<file path="src/rtl/mem_bus_pkg.sv">
// Shared definitions for the core-side memory bus bridges: FSM states,
// access-size encodings and the alignment rule.
package mem_bus_pkg;

  typedef enum logic [1:0] {
    ST_IDLE = 2'd0,
    ST_REQ  = 2'd1,
    ST_RESP = 2'd2,
    ST_DONE = 2'd3
  } bridge_state_t;

  localparam logic [1:0] SZ_BYTE = 2'b00;
  localparam logic [1:0] SZ_HALF = 2'b01;
  localparam logic [1:0] SZ_WORD = 2'b10;

  // Size 2'b11 has no legal encoding, so it is reported through the same path.
  function automatic logic is_misaligned(input logic [1:0] size, input logic [1:0] addr_lo);
    case (size)
      SZ_BYTE: return 1'b0;
      SZ_HALF: return addr_lo[0];
      SZ_WORD: return (addr_lo != 2'b00);
      default: return 1'b1;
    endcase
  endfunction

endpackage

</file>
<file path="src/rtl/bus_timeout_ctr.sv">
// Saturating cycle counter that flags when an outstanding bus access has
// been waiting LIMIT cycles.
module bus_timeout_ctr #(
  parameter int WIDTH = 16,
  parameter int LIMIT = 255
) (
  input  logic clk,
  input  logic rst_n,
  input  logic clear,
  input  logic enable,
  output logic expired
);

  localparam logic [WIDTH-1:0] LIMIT_W = WIDTH'(LIMIT);

  logic [WIDTH-1:0] count;

  always_ff @(posedge clk or negedge rst_n) begin
    if (!rst_n) begin
      count <= '0;
    end else if (clear) begin
      count <= '0;
    end else if (enable && !expired) begin
      count <= count + WIDTH'(1);
    end
  end

  assign expired = (count >= LIMIT_W);

endmodule

</file>
<file path="src/rtl/dmem_bridge.sv">
// Bridge from the core memory stage to the external data-memory bus:
// one access per request, registered outputs, single-cycle done/err pulse.
module dmem_bridge
  import mem_bus_pkg::*;
#(
  parameter int ADDR_W         = 32,
  parameter int TIMEOUT_CYCLES = 255
) (
  input  logic              clk,
  input  logic              rst_n,
  input  logic              mem_req,
  input  logic              mem_we,
  input  logic [1:0]        mem_size,
  input  logic [ADDR_W-1:0] mem_addr,
  input  logic [31:0]       mem_wdata,
  input  logic [3:0]        mem_strb,
  output logic [31:0]       mem_rdata,
  output logic              mem_done,
  output logic              mem_err,
  output logic              mem_busy,
  output logic              bus_valid,
  input  logic              bus_ready,
  output logic              bus_we,
  output logic [ADDR_W-1:0] bus_addr,
  output logic [31:0]       bus_wdata,
  output logic [3:0]        bus_wstrb,
  input  logic              bus_rvalid,
  input  logic [31:0]       bus_rdata,
  output logic [1:0]        dbg_state
);

  // Request channel: a transfer happens on any cycle with bus_valid && bus_ready;
  // while bus_valid is high, bus_we/bus_addr/bus_wdata/bus_wstrb do not change.
  // Read channel: bus_rdata is taken on bus_rvalid only while awaiting a response.

  bridge_state_t state, state_next;
  logic          err_q, err_d;
  logic          misaligned;
  logic          expired;
  logic          in_flight;
  logic          load_req;
  logic          capture_rd;
  logic          valid_d, done_d, mem_err_d, busy_d;

  assign misaligned = is_misaligned(mem_size, mem_addr[1:0]);
  assign in_flight  = (state == ST_REQ) || (state == ST_RESP);
  assign dbg_state  = state;

  bus_timeout_ctr #(
    .WIDTH (16),
    .LIMIT (TIMEOUT_CYCLES)
  ) u_timeout (
    .clk     (clk),
    .rst_n   (rst_n),
    .clear   (!in_flight),
    .enable  (in_flight),
    .expired (expired)
  );

  always_ff @(posedge clk or negedge rst_n) begin
    if (!rst_n) begin
      state <= ST_IDLE;
    end else begin
      state <= state_next;
    end
  end

  // Timeout outranks a same-cycle handshake or response so the abort point is fixed.
  always_comb begin
    state_next = state;
    case (state)
      ST_IDLE: begin
        if (mem_req) state_next = misaligned ? ST_DONE : ST_REQ;
      end
      ST_REQ: begin
        if (expired)                     state_next = ST_DONE;
        else if (bus_valid && bus_ready) state_next = bus_we ? ST_DONE : ST_RESP;
      end
      ST_RESP: begin
        if (expired || bus_rvalid) state_next = ST_DONE;
      end
      ST_DONE: state_next = ST_IDLE;
      default: state_next = ST_IDLE;
    endcase
  end

  // Outputs are decoded from the next state and then registered.
  always_comb begin
    err_d      = err_q;
    load_req   = (state == ST_IDLE) && mem_req;
    capture_rd = (state == ST_RESP) && bus_rvalid && !expired;
    if (load_req) begin
      err_d = misaligned;
    end else if (in_flight && expired) begin
      err_d = 1'b1;
    end
    valid_d   = (state_next == ST_REQ);
    done_d    = (state_next == ST_DONE);
    mem_err_d = done_d && err_d;
    busy_d    = (state_next != ST_IDLE);
  end

  always_ff @(posedge clk or negedge rst_n) begin
    if (!rst_n) begin
      err_q     <= 1'b0;
      bus_valid <= 1'b0;
      bus_we    <= 1'b0;
      bus_addr  <= '0;
      bus_wdata <= '0;
      bus_wstrb <= '0;
      mem_done  <= 1'b0;
      mem_err   <= 1'b0;
      mem_busy  <= 1'b0;
      mem_rdata <= '0;
    end else begin
      err_q     <= err_d;
      bus_valid <= valid_d;
      mem_done  <= done_d;
      mem_err   <= mem_err_d;
      mem_busy  <= busy_d;
      if (load_req) begin
        bus_we    <= mem_we;
        bus_addr  <= {mem_addr[ADDR_W-1:2], 2'b00};
        bus_wdata <= mem_wdata;
        bus_wstrb <= mem_we ? mem_strb : 4'b0000;
      end
      if (capture_rd) begin
        mem_rdata <= bus_rdata;
      end
    end
  end

endmodule
</file>
<file path="config.mk">
export PLATFORM = sky130hd
export DESIGN_NAME = dmem_bridge
export DESIGN_NICKNAME = d
export VERILOG_FILES = /design/src/rtl/mem_bus_pkg.sv /design/src/rtl/bus_timeout_ctr.sv /design/src/rtl/dmem_bridge.sv
export SDC_FILE = /design/constraint.sdc
export NUM_CORES = 1
export LEC_CHECK = 0
export CAP_MARGIN = 20
export CORE_ASPECT_RATIO = 0.6
export CORE_UTILIZATION = 42
export DETAILED_ROUTE_END_ITERATION = 10
export GPL_ROUTABILITY_DRIVEN = 0
export GPL_TIMING_DRIVEN = 0
export PLACE_DENSITY_LB_ADDON = 0.2
export SETUP_SLACK_MARGIN = 0.05
export SKIP_LAST_GASP = 1
export SLEW_MARGIN = 20
export SYNTH_ARGS = -nofsm -noshare
export SYNTH_HDL_FRONTEND = slang
export SYNTH_SLANG_ARGS = --single-unit
</file>
<file path="constraint.sdc">
create_clock -name clk -period 2 [get_ports clk]
set_input_delay 0.6 -clock clk [delete_from_list [all_inputs] [get_ports clk]]
set_output_delay 0.6 -clock clk [all_outputs]
set_load 0.005 [all_outputs]
</file>
# [Yosys cells after proc, flatten, opt, wreduce, memory -nomap -nowiden]
# Cells that the tools add are included.
[word_totals] register_bits=122 input_bits=108 out_inout_bits=107 word_cells=49
[classes] add_sub_neg=1 magnitude_cmp=1 n_eq_ne=8 muxes=13 n_reduce_logical=14
[op_table] op="16-bit 2-to-1 mux" n=2
[op_table] op="16-bit by 1-bit adder with 16-bit output (second input constant)" n=1
[op_table] op="16-bit by 8-bit >= comparator with 1-bit output (second input constant)" n=1
[op_table] op="2-bit 2-to-1 mux" n=5
[op_table] op="2-bit == test (second input constant)" n=4
[op_table] op="2-bit case mux with 4 select lines" n=1
[op_table] op="1-bit logical AND" n=7
[op_table] op="2-bit by 1-bit == test with 1-bit output (second input constant)" n=3
[op_table] op="2-bit logical NOT" n=2
[op_table] op="4-bit 2-to-1 mux" n=1
[op_table] op="2-bit nonzero test" n=2
[op_table] op="1-bit 2-to-1 mux" n=3
[op_table] op="1-bit case mux with 3 select lines" n=1
[op_table] op="1-bit logical OR" n=2
[op_table] op="2-bit by 1-bit != test with 1-bit output (second input constant)" n=1
[op_table] op="1-bit logical NOT" n=1

# [Depth between registers and ports, before layout]
# Gate-level depths: netlist of the first run.
[depth] ltp_word=7 ltp_mapped=7 mapped_depth_nobuf=6

# [Modules after synthesis]
# A second synthesis of the first run with hierarchy kept.
[hier_totals] hier_cells=326 hier_area_um2=4850.9
[by_module_without_submodules] mod="dmem_bridge" instances=1 cells_each=265 area_each_um2=4135.2 seq_area_each_um2=2652.5
[by_module_without_submodules] mod="bus_timeout_ctr" instances=1 cells_each=61 area_each_um2=715.7 seq_area_each_um2=400.4

# [Worst setup path after synthesis of the first run]
# Ideal clock, no wire load.
[synth_timing] path_kind="reg-to-reg" start="register state[0] (netlist: dbg_state[0])" end="register bus_addr[10]" setup_ns=0.125 arrival_time_ns=1.622 required_ns=1.875 setup_slack_ns=0.253 path_stages_with_launch=6 n_path_buf=1 period_less_slack_ns=1.747 path_cell_list="dfrtp_1 inv_1 ha_1 nand2_1 clkbuf_1 mux2_2"
[synth_between] elab_chain_len=2
[synth_rtl] item="from (decl)" line="dmem_bridge.sv:36" text="bridge_state_t state, state_next;"
[synth_rtl] item="from (signal assigned)" line="dmem_bridge.sv:64" text="state <= state_next;"
[synth_rtl] item="2-bit logical NOT" line="dmem_bridge.sv:90" text="load_req = (state == ST_IDLE) && mem_req;"
[synth_rtl] item="1-bit logical AND" line="dmem_bridge.sv:90"
[synth_rtl] item="to (signal assigned)" line="dmem_bridge.sv:123" text="bus_addr <= {mem_addr[ADDR_W-1:2], 2'b00};"
[synth_rtl] item="to (decl)" line="dmem_bridge.sv:24" text="output logic [ADDR_W-1:0] bus_addr,"
# Every way passes these cells.
# A chain may end at the register's enable or synchronous reset.

# [Worst setup path in the final report of the first run]
[layout_timing] start="register mem_rdata[30]" end="output port mem_rdata[30]"
[layout_lines] item="from (decl)" line="dmem_bridge.sv:17" text="output logic [31:0] mem_rdata,"
[layout_lines] item="from (signal assigned)" line="dmem_bridge.sv:128" text="mem_rdata <= bus_rdata;"
# No word-level cell between the ends.

==> impl_results.md, run 1 <==
- Synth unique cells: 31
- Largest net degree at the start of global routing: 71
- RSZ-0062 raised after global routing: yes
- Vias in the first global route: 3540
- Finished Cell Area: 0.007988 mm^2
- WL per Instance: 16.18 um
- DRT Wirelength: 11830 um
- Top Family by Delay on Critical Path: buffers and inverters
- Vias post-DR: 3417
- Internal power: 9.163 mW
- Area after DPL: 0.007252 mm^2
- Synth Register Bits: 122
- Avg Cell Area, Syn: 15.26 um^2
- Critical path cell sequence: clkdlybuf4s50_1
- Critical setup path kind: flop to primary output
- Clk sinks: 122
- PortBufs: 212
- R2r setup slk: 0.12 ns
- Fraction of layout cells with a size suffix above 1: 26.97%
- Antenna Diode Count: 0
- Slew Limit Fails: 0
- H-tree lvl count: 4
- Synthesized instance count: 321
- Critical Path Start Type: flop
- Worst Tran Pin Value: 0.6614 ns
- Synthesized area: 0.004897 mm^2
- Worst path bufs/invs: 1
- Clock power share: 26.1%
- Hold Buf Count CTS: 0
- Max cap viols: 0
- Worst-path clk slew: 0.05 ns
- Global route total overflow: 0
- IO Count: 215
- Final #Nets: 673
- Maximum vdd drop: 795.9 uV
- WP data arrival: 1.29 ns
- Period minus WS final: 1.886 ns
- Syn. warnings: 0
- CTS root buf: clkbuf_16
- Combinational share of power: 40.0%
- Die H: 85.64 um
- Final period utilization: 94.32%
- Post-route antenna net violation count: 0
- CTS max path bufs: 2
- Max Clock Freq: 0.5301 GHz
- Sw Ratio: 25.73%
- Die ar.: 0.01211 mm^2
- Worst setup EP type: primary output
- Starting Density: 43.20%
- Die X-Extent: 141.4 um
- Worst EP required: 1.40 ns
- Residual DRC: 0
- TritonCTS Buffers: 17
- PD cells: 1545 mW/mm^2
- Final Util: 70.46%
- Worst-Skew Late Latency: 0.39 ns
- Hpwl dp: 8522 um
- Clock Skews: 0.007280 ns
- Slew margin rel.: 55.90%
- Fin cells: 731
- LEAKAGE: 3.596 nW
- Final Hold Violating Endpoints: 0
- Synth-to-layout area growth: 63.11%
- FP Rows: 30
- Total GRT Usage: 20.64%
- Drt first pass iters: 4
- Sequential fraction of the synthesis area: 62.34%
- Share of power burned in registers: 33.9%
- Placed Cells: 695
- Core ar.: 0.01134 mm^2
- CP max FO: 2
- CTS tree: done
- Sw Pwr: 3.175 mW
- Status: complete, no violations
- Slowest cell on the critical path: clkdlybuf4s50_1
- DRT iter0 DRCs: 89
- First-pass GRT wire length: 18980 um
- Final setup fails: 0
- TNS Setup: 0 ns
- Worst min path class: input port to asynchronous set/reset pin
- DR vias/cell: 4.674
- Fillers: 787
- Initial antenna violation count: 0
- CP peak stage delay: 0.55 ns
-- cell type report --
class	count	area, um^2	share of cell area, %
multi-input cells	182	1773	22.20
clock inverters	8	140.1	1.754
flip-flops and latches	122	3054	38.24
repair buffers	218	2197	27.51
plain buffers	14	120.1	1.504
well taps	160	200.2	2.506
clock buffers	23	488.0	6.109
inverters	4	15.01	0.1880
-- cell usage after synthesis (all sizes together) --
library cell | n | area [um^2]
nor3b | 1 | 12.51
o21ai | 5 | 25.02
conb | 1 | 3.750
buf | 6 | 56.30
o211ai | 1 | 7.510
ha | 6 | 75.07
nor2 | 7 | 26.28
nand3 | 4 | 32.53
or3 | 1 | 6.260
a31oi | 1 | 6.260
and2 | 14 | 87.58
o211a | 1 | 10.01
dfrtp | 122 | 3053
a21boi | 2 | 15.01
a21oi | 4 | 20.02
nor4 | 2 | 25.02
a311oi | 1 | 8.760
mux2 | 96 | 1194
nand2 | 18 | 67.56
nor3 | 3 | 15.01
a221oi | 1 | 15.01
nand4 | 3 | 18.77
clkbuf | 8 | 30.03
xnor2 | 5 | 43.79
nor2b | 1 | 6.260
xor2 | 1 | 8.760
inv | 4 | 15.01
and3 | 2 | 12.51
-- routing by layer --
| layer | up-vias | part of all wire [%] | wire (um) | GRT usage, % |
|---|---|---|---|---|
| met5 | - | 0 | 0 | 0 |
| met4 | 0 | 0.65 | 77 | 5.963 |
| met3 | 6 | 10 | 1221 | 10.72 |
| met2 | 143 | 45 | 5382 | 32.00 |
| met1 | 1676 | 44 | 5147 | 25.27 |
| li1 | 1592 | - | - | - |
-- repair_timing --
item,CTS,global route
buffers inserted,1,4
endpoints found under the setup margin,66,40
pin swaps,0,2
resized for setup,10,13
-- logic make-up after synthesis --
group,share of synthesized area (%)
flip-flops,62.34
AO/OA/AOI/OAI,2.197
AND/OR/NAND/NOR,6.336
XOR/XNOR,1.073
multiplexers,24.37
adder cells (fa/ha/maj),1.533
buffers and inverters,2.069
other,0.07657
-- layout by cell type (no fill, tap or decap), types with 5 or more instances in the layout --
| cell type | synthesis | layout |
|---|---|---|
| clkdlybuf4s50_1 | 0 | 206 |
| buf_4 | 3 | 8 |
| clkbuf_2 | 0 | 6 |
| ha_1 | 6 | 6 |
| mux2_4 | 30 | 30 |
| clkbuf_16 | 0 | 17 |
| xnor2_1 | 5 | 5 |
| and2_1 | 14 | 14 |
| nor2_1 | 7 | 7 |
| o21ai_0 | 5 | 5 |
| mux2_2 | 66 | 66 |
| nand2_1 | 18 | 17 |
| dfrtp_1 | 122 | 121 |
-- power groups by stage --
stage	clock [mW]	sequential, mW	combinational, mW
5_1_grt	3.43	4.33	5.35
3_3_place_gp	0	4.16	4.81
4_1_cts	3.30	4.20	4.94
2_1_floorplan	0	4.26	1.91
6_report	3.22	4.18	4.93
3_5_place_dp	0	4.22	4.87
-- per-stage QoR --
step / setup slack, ns / hold WS, ns / power (mW)
after global routing: 0.04560 / 0.2651 / 13.10
after CTS: 0.05848 / 0.2336 / 12.44
final: 0.1136 / 0.2153 / 12.34
after detailed placement: -0.5007 / 0.4739 / 9.092
after floorplan: 0.2530 / 0.3044 / 6.170
after global placement: -4.299 / 0.4669 / 8.967
-- flip-flops by register name, summed over array words and instances (netlist names) --
signal / flops
bus_addr: 30
bus_valid: 1
bus_wdata: 32
bus_we: 1
bus_wstrb: 4
dbg_state: 2
err_q: 1
mem_busy: 1
mem_done: 1
mem_err: 1
mem_rdata: 32
u_timeout.count: 16
-- final timing paths --
kind	depth (start not counted)	startpoint	to
worst max-delay path	1	mem_rdata[30]$_DFFE_PN0P_	mem_rdata[30]
worst min-delay path	1	rst_n	bus_addr[29]$_DFFE_PN0P_
worst max register to register	6	u_timeout.count[14]$_DFFE_PN0P_	mem_rdata[21]$_DFFE_PN0P_
worst min register to register	2	bus_wstrb[3]$_DFFE_PN0P_	bus_wstrb[3]$_DFFE_PN0P_
max in group asynchronous	2	rst_n	dbg_state[0]$_DFF_PN0_
min in group clk	2	bus_wstrb[3]$_DFFE_PN0P_	bus_wstrb[3]$_DFFE_PN0P_
Note: power is estimated with default switching activity, not from simulation.
==> run 2: changes to the inputs <==
--- a/config.mk
+++ b/config.mk
@@ -11,6 +11,7 @@
 export DETAILED_ROUTE_END_ITERATION = 10
 export GPL_ROUTABILITY_DRIVEN = 0
 export GPL_TIMING_DRIVEN = 0
+export HOLD_SLACK_MARGIN = 0.1
 export PLACE_DENSITY_LB_ADDON = 0.2
 export SETUP_SLACK_MARGIN = 0.05
 export SKIP_LAST_GASP = 1
==> results of run 2 <==
No change in the layout: final DEF, timing and power equal those of run 1.
